[config.mk]
export PLATFORM = sky130hd
export DESIGN_NAME = mc_sequencer
export DESIGN_NICKNAME = d
export VERILOG_FILES = /design/src/rtl/mc_sequencer.sv
export SDC_FILE = /design/constraint.sdc
export NUM_CORES = 1
export LEC_CHECK = 0
export CORE_MARGIN = 2
export CORE_UTILIZATION = 48
export DETAILED_ROUTE_END_ITERATION = 6
export HOLD_SLACK_MARGIN = 0.02
export PLACE_DENSITY = 0.83
export SLEW_MARGIN = 10
export SYNTH_ARGS = -nofsm -noshare
export SYNTH_HDL_FRONTEND = slang
export SYNTH_SLANG_ARGS = --single-unit
[constraint.sdc]
create_clock -name clock_i -period 2.8 [get_ports clock_i]
set_clock_uncertainty 0.1 [all_clocks]
set_input_delay 0.56 -clock clock_i [delete_from_list [all_inputs] [get_ports clock_i]]
set_output_delay 0.56 -clock clock_i [all_outputs]
set_load 0.01 [all_outputs]
[src/rtl/mc_sequencer.sv]
// mc_sequencer: multi-cycle control sequencer for the 24-bit multi-cycle computer.
// Decodes the current opcode (low 4 bits) into IR/PC/regfile/ALU-mux/memory
// controls and sequences each instruction through FETCH..writeback states.
// It waits on variable-latency instruction/data memories and gives up with
// ERROR after MEM_TIMEOUT wait cycles (0 = wait forever). It also counts
// retired instructions.
//
// Handshake: a request (imem_req_o / dmem_req_o) stays high for as long as the
// sequencer sits in FETCH / MEM_ACCESS. The access completes on the first
// rising clock edge where the matching ready input is high, and the sequencer
// leaves the state on that edge. Ready is ignored while no request is raised.
//
// Ports:
//   clock_i, reset_i (async, active-high)   clock and reset
//   opcode_i, zero_i                        instruction opcode, ALU zero flag
//   imem_ready_i, dmem_ready_i              memory completion strobes
//   imem_req_o, dmem_req_o                  memory requests
//   mem_read_not_write_o                    1 = read, 0 = write
//   ir_write_o, pc_write_o, pc_source_o     IR / PC load controls
//   alu_src_a_o, alu_src_b_o, alu_op_o      ALU operand and operation selects
//   reg_write_o, mem_to_reg_o               register-file write controls
//   state_out_o, halted_o, error_o          state debug view and terminal flags
//   retired_o                               retired-instruction count (wraps)
module mc_sequencer #(
  parameter int OPCODE_WIDTH = 4,
  parameter int MEM_TIMEOUT  = 15,
  parameter int RETIRE_WIDTH = 16
) (
  input  logic                    clock_i,
  input  logic                    reset_i,
  input  logic [OPCODE_WIDTH-1:0] opcode_i,
  input  logic                    zero_i,
  input  logic                    imem_ready_i,
  input  logic                    dmem_ready_i,
  output logic                    imem_req_o,
  output logic                    dmem_req_o,
  output logic                    mem_read_not_write_o,
  output logic                    ir_write_o,
  output logic                    pc_write_o,
  output logic [1:0]              pc_source_o,
  output logic                    alu_src_a_o,
  output logic [1:0]              alu_src_b_o,
  output logic [2:0]              alu_op_o,
  output logic                    reg_write_o,
  output logic                    mem_to_reg_o,
  output logic [3:0]              state_out_o,
  output logic                    halted_o,
  output logic                    error_o,
  output logic [RETIRE_WIDTH-1:0] retired_o
);

  typedef enum logic [3:0] {
    S_INIT       = 4'd0,
    S_FETCH      = 4'd1,
    S_DECODE     = 4'd2,
    S_EXEC_R     = 4'd3,
    S_EXEC_I     = 4'd4,
    S_MEM_ADDR   = 4'd5,
    S_MEM_ACCESS = 4'd6,
    S_WB_ALU     = 4'd7,
    S_WB_MEM     = 4'd8,
    S_BRANCH     = 4'd9,
    S_JUMP       = 4'd10,
    S_HALTED     = 4'd11,
    S_ERROR      = 4'd12
  } state_e;

  localparam int CNT_W = (MEM_TIMEOUT > 0) ? $clog2(MEM_TIMEOUT + 1) : 1;

  state_e                  state_q, state_d;
  logic [CNT_W-1:0]        wait_q, wait_d;
  logic [RETIRE_WIDTH-1:0] retired_q, retired_d;

  logic [3:0] op4;
  logic       timeout_hit;
  logic       waiting;
  logic       retire;

  assign op4 = opcode_i[3:0];
  // Ready in the same cycle as the limit takes priority, so this only matters
  // on the ready-low path below.
  assign timeout_hit = (MEM_TIMEOUT != 0) && (wait_q == CNT_W'(MEM_TIMEOUT));

  always_ff @(posedge clock_i or posedge reset_i) begin
    if (reset_i) begin
      state_q   <= S_INIT;
      wait_q    <= '0;
      retired_q <= '0;
    end else begin
      state_q   <= state_d;
      wait_q    <= wait_d;
      retired_q <= retired_d;
    end
  end

  always_comb begin
    state_d              = state_q;
    waiting              = 1'b0;
    retire               = 1'b0;
    imem_req_o           = 1'b0;
    dmem_req_o           = 1'b0;
    mem_read_not_write_o = 1'b1;
    ir_write_o           = 1'b0;
    pc_write_o           = 1'b0;
    pc_source_o          = 2'd0;
    alu_src_a_o          = 1'b0;
    alu_src_b_o          = 2'd0;
    alu_op_o             = 3'd0;
    reg_write_o          = 1'b0;
    mem_to_reg_o         = 1'b0;

    unique case (state_q)
      S_INIT: begin
        pc_write_o  = 1'b1;
        pc_source_o = 2'd3;
        state_d     = S_FETCH;
      end
      S_FETCH: begin
        imem_req_o  = 1'b1;
        alu_src_b_o = 2'd1;               // PC + 1
        if (imem_ready_i) begin
          ir_write_o = 1'b1;
          pc_write_o = 1'b1;
          state_d    = S_DECODE;
        end else if (timeout_hit) begin
          state_d = S_ERROR;
        end else begin
          waiting = 1'b1;
        end
      end
      S_DECODE: begin
        alu_src_b_o = 2'd2;               // branch target into ALU-out
        case (op4)
          4'd0, 4'd1, 4'd2, 4'd3: state_d = S_EXEC_R;
          4'd4:                   state_d = S_EXEC_I;
          4'd5, 4'd6:             state_d = S_MEM_ADDR;
          4'd7, 4'd8:             state_d = S_BRANCH;
          4'd9:                   state_d = S_JUMP;
          4'd15: begin
            state_d = S_HALTED;
            retire  = 1'b1;
          end
          default:                state_d = S_ERROR;
        endcase
      end
      S_EXEC_R: begin
        alu_src_a_o = 1'b1;
        alu_op_o    = {1'b0, op4[1:0]};
        state_d     = S_WB_ALU;
      end
      S_EXEC_I, S_MEM_ADDR: begin
        alu_src_a_o = 1'b1;
        alu_src_b_o = 2'd2;
        state_d     = (state_q == S_EXEC_I) ? S_WB_ALU : S_MEM_ACCESS;
      end
      S_MEM_ACCESS: begin
        dmem_req_o           = 1'b1;
        mem_read_not_write_o = (op4 == 4'd5);
        if (dmem_ready_i) begin
          if (op4 == 4'd5) begin
            state_d = S_WB_MEM;
          end else begin
            state_d = S_FETCH;
            retire  = 1'b1;
          end
        end else if (timeout_hit) begin
          state_d = S_ERROR;
        end else begin
          waiting = 1'b1;
        end
      end
      S_WB_ALU, S_WB_MEM: begin
        reg_write_o  = 1'b1;
        mem_to_reg_o = (state_q == S_WB_MEM);
        state_d      = S_FETCH;
        retire       = 1'b1;
      end
      S_BRANCH: begin
        alu_src_a_o = 1'b1;
        alu_op_o    = 3'd1;
        pc_source_o = 2'd1;
        pc_write_o  = (op4 == 4'd7) ? zero_i : !zero_i;
        state_d     = S_FETCH;
        retire      = 1'b1;
      end
      S_JUMP: begin
        pc_write_o  = 1'b1;
        pc_source_o = 2'd2;
        state_d     = S_FETCH;
        retire      = 1'b1;
      end
      S_HALTED: state_d = S_HALTED;
      S_ERROR:  state_d = S_ERROR;
      default:  state_d = S_ERROR;
    endcase

    // The counter only runs while a request is stalled; any state change restarts it.
    if (state_d != state_q) begin
      wait_d = '0;
    end else if (waiting) begin
      wait_d = wait_q + 1'b1;
    end else begin
      wait_d = wait_q;
    end
    retired_d = retired_q + RETIRE_WIDTH'(retire);
  end

  assign state_out_o = state_q;
  assign halted_o    = (state_q == S_HALTED);
  assign error_o     = (state_q == S_ERROR);
  assign retired_o   = retired_q;

endmodule

==> key figures <==
Run status
  – Status: completed

Synth
  – Synth Area in Simple Gates: 29.9%
  – Seq/Total Area, Yosys: 37.0%
  – Combinational family with the most area after synthesis: simple AND/OR/NAND/NOR gates
  – #FFs+latches synth: 24
  – Prevailing post-synth register cell: dfrtp_1
  – Post-synthesis instance total: 179
  – Avg Inst Size Synth: 9.07 um2
  – EDFF count, synth: 0
  – Synthesized area: 0.00162 mm2
  – Commonest cells post-synth: 24 x dfrtp_1, 15 x nand2_1, 13 x xnor2_1, 12 x nor3_1, 10 x nor2_1
  – Complex-gate fraction of the synthesized area: 11.8%
  – Largest cells by area after synthesis: dfrtp_1 37%, xnor2_1 7.0%, xor2_1 4.3%
  – Synth top area share: 37.0%
  – Largest area contributor in the netlist: dfrtp_1
  – Distinct cells, synth: 53
  – YS warnings: 0
  – Cell with the most instances after synthesis: dfrtp_1
  – Xor/xnor share of the synthesized area: 11.3%
  – Post-synthesis mux area share: 2.16%
  – Net Count, Synth: 191
  – Ys async rst share: 100%
  – Post-Synth Adder-Cell Area: 2.31%

Setup path
  – Worst EP required: 2.14 ns
  – CP Cell Sequence: clkdlybuf4s50_1 > buf_4 > buf_4 > nand3b_1 > a21oi_1 > clkdlybuf4s50_1
  – Crit path kind: in2out
  – Crit. End Element: output pin
  – CP Max Fanout: 7
  – Max incr delay on CP: 0.55 ns
  – Slowest cell on crit path: clkdlybuf4s50_1
  – Worst R2R Setup Slack: 0.29 ns
  – Worst r2r path cells: 10
  – CP Launch Type: primary input
  – Crit Reg-Reg Endpoint: retired_o[14]$_DFF_PP0_
  – R2R Path Start: state_out_o[3]$_DFF_PP0_
  – Critical Path AT: 2.06 ns

Detailed routing
  – Routed wire length: 3590 um
  – DRC viols: 0
  – Wirelength per Cell: 13.2 um
  – DR vias: 1460
  – Total iterations of the first detailed-routing run: 4
  – DR vias/cell: 5.35
  – DRT antenna net count: 0
  – 1st-iter DRT viols: 62

Cells and area
  – Final net count: 240
  – Share of cells above drive strength 1: 10.6%
  – Storage cell area: 601 um2
  – Area of the multi-input gates: 945 um2
  – Area growth syn-to-layout: 35.2%
  – Filler instances: 263
  – Antenna diodes: 0

CTS
  – TritonCTS buffer count: 3
  – Root Driver: clkbuf_4
  – Number of H-tree levels: 1
  – Post-CTS Setup Repair Bufs: 0
  – Worst-skew pair later-pin latency: 0.32 ns
  – Clock Sink Count: 24
  – Max clock buf depth: 2
  – CTS tree: done
  – Clock-pin slew on the worst setup and hold paths: 0.13 ns

Timing
  – Max-slew violation count: 0
  – Fin Hold WS: 0.381 ns
  – Slew headroom: 63.6%
  – Worst Max-Slew Pin Slew: 0.539 ns
  – Tcrit/Tclk final: 97.0%
  – Tmin final: 2.72 ns
  – Hold Fails Final Rpt: 0
  – Finish-stage setup viols: 0
  – Maximum clock frequency: 0.368 GHz
  – Final worst slack: 0.0839 ns

GRT
  – GR Overflow Total: 0
  – Vias in the first global route: 1376
  – Pin count of the biggest net entering global routing: 25
  – GRT Overall Usage: 19.7%
  – First-pass GRT wire length: 6360 um
  – Initial antenna violation count: 0

Placed design
  – Port bufs: 44
  – DP Worst Slack: -0.103 ns
  – GPL Wtd Cong: 0.843
  – Dpl hpwl: 2720 um

Floorplan
  – Initial Utilization: 49.4%
  – I/O pin total: 46
  – Site Rows: 21
  – Core Area: 0.00328 mm2
  – Die H: 62.2 um
  – Die X: 62.2 um
  – Die ar.: 0.00386 mm2

Power
  – Switch share: 41.4%
  – Sequential Power Share: 26.6%
  – Net Switching: 0.754 mW
  – Max IR drop VDD: 0.000468 V
  – Overall power: 1.82 mW
  – Clk pwr share: 10.2%
  – Leakage: 0.935 nW
  – Comb power frac: 63.2%
  – Pwr Density: 828 mW/mm2
  – Internal power: 1.06 mW

Worst hold path
  – Hold_sp: retired_o[15]$_DFF_PP0_
  – Hold endpoint: retired_o[15]$_DFF_PP0_
  – WHS Path Cells: 1
  – Hold WC Path Type: reg2reg

Flow run
  – Total of max-cap violations: 0
==> how the worst max path moves through the flow <==
stage                                   startpoint                      end  slack (ns)  cells past startpoint
after floorplan           state_out_o[1]$_DFF_PP0_  retired_o[14]$_DFF_PP0_        0.16                     11
after global placement                 opcode_i[3]               pc_write_o       -0.09                      7
after detailed placement               opcode_i[3]               pc_write_o       -0.10                      7
after CTS                              opcode_i[0]              alu_op_o[0]        0.09                      6
after global routing      state_out_o[3]$_DFF_PP0_              reg_write_o       -0.01                      5
final                                  opcode_i[0]              alu_op_o[0]        0.08                      6
==> per-stage QoR <==
| step | cells | TNS (ns) | cell area, um2 | util (%) |
|---|---|---|---|---|
| after floorplan | 179 | 0 | 1620 | - |
| after global placement | 269 | -0.0939 | 2150 | 65.5 |
| after detailed placement | 269 | -0.218 | 2150 | 65.5 |
| after CTS | 273 | 0 | 2190 | 66.6 |
| after global routing | 273 | -0.0143 | 2200 | 66.9 |
| final | 273 | 0 | 2200 | 66.9 |
==> cell type report <==
type,count,share of cell area (%)
inverter,3,0.513
multi-input combinational,138,43.0
sequential,24,27.4
clock buffer,4,1.65
timing repair buffer,58,24.8
tap,46,2.62
==> cell usage in the layout (no fill, tap or decap), drive strengths merged, types with 2 or more instances in the layout <==
master | netlist | routed
nand2b | 5 | 5
xor2 | 8 | 8
nand3 | 6 | 6
dlygate4sd2 | 0 | 2
o21ai | 7 | 7
nand4 | 5 | 5
o31ai | 2 | 2
mux2i | 2 | 2
and2 | 2 | 2
nor2 | 10 | 10
nor3 | 12 | 12
and4 | 2 | 2
clkbuf | 4 | 4
nand3b | 2 | 2
nor3b | 3 | 3
buf | 10 | 14
ha | 3 | 3
inv | 3 | 3
clkdlybuf4s50 | 0 | 41
nor2b | 2 | 2
and3 | 6 | 6
a21oi | 5 | 5
xnor2 | 13 | 13
or4b | 3 | 3
or2 | 2 | 2
a221o | 2 | 2
a31oi | 2 | 2
dfrtp | 24 | 24
nand2 | 15 | 15
==> registers in the layout, indices dropped and copies added, names as in the netlist <==
register	flops
retired_o	16
state_out_o	4
wait_q	4
==> logic make-up after synthesis <==
family                   Yosys count
AO/OA/AOI/OAI                     27
XOR/XNOR                          21
adder cells (fa/ha/maj)            3
buffers and inverters             17
flip-flops                        24
multiplexers                       3
other                              1
AND/OR/NAND/NOR                   83
==> critical path: cells and delay by family <==
family	cells	cell delay, ns
buffers and inverters	4	1.25
AOI/OAI and AO/OA	1	0.16
and+or+nand+nor	1	0.08
==> power by group through the flow <==
stage | clock, mW | sequential [mW] | combinational [mW]
finish | 0.185 | 0.484 | 1.15
global route | 0.207 | 0.495 | 1.26
CTS | 0.185 | 0.482 | 1.15
detailed placement | 0 | 0.490 | 1.15
global placement | 0 | 0.491 | 1.13
floorplan | 0 | 0.515 | 0.678
==> routing by layer <==
metal  track usage [%]  share of wire [%]  up-vias
met5                 0                  0        -
met4              4.17               0.61        0
met3              3.26                4.2        2
met2              31.3                 48       37
met1              28.5                 48      685
li1                  -                  -      736
==> repair_timing <==
item,in CTS,in global routing
endpoints found under the setup margin,2,3
resized for setup,2,3
hold buffers,0,0
pin swaps,0,0
No activity file was read; power rests on OpenSTA's default activity.
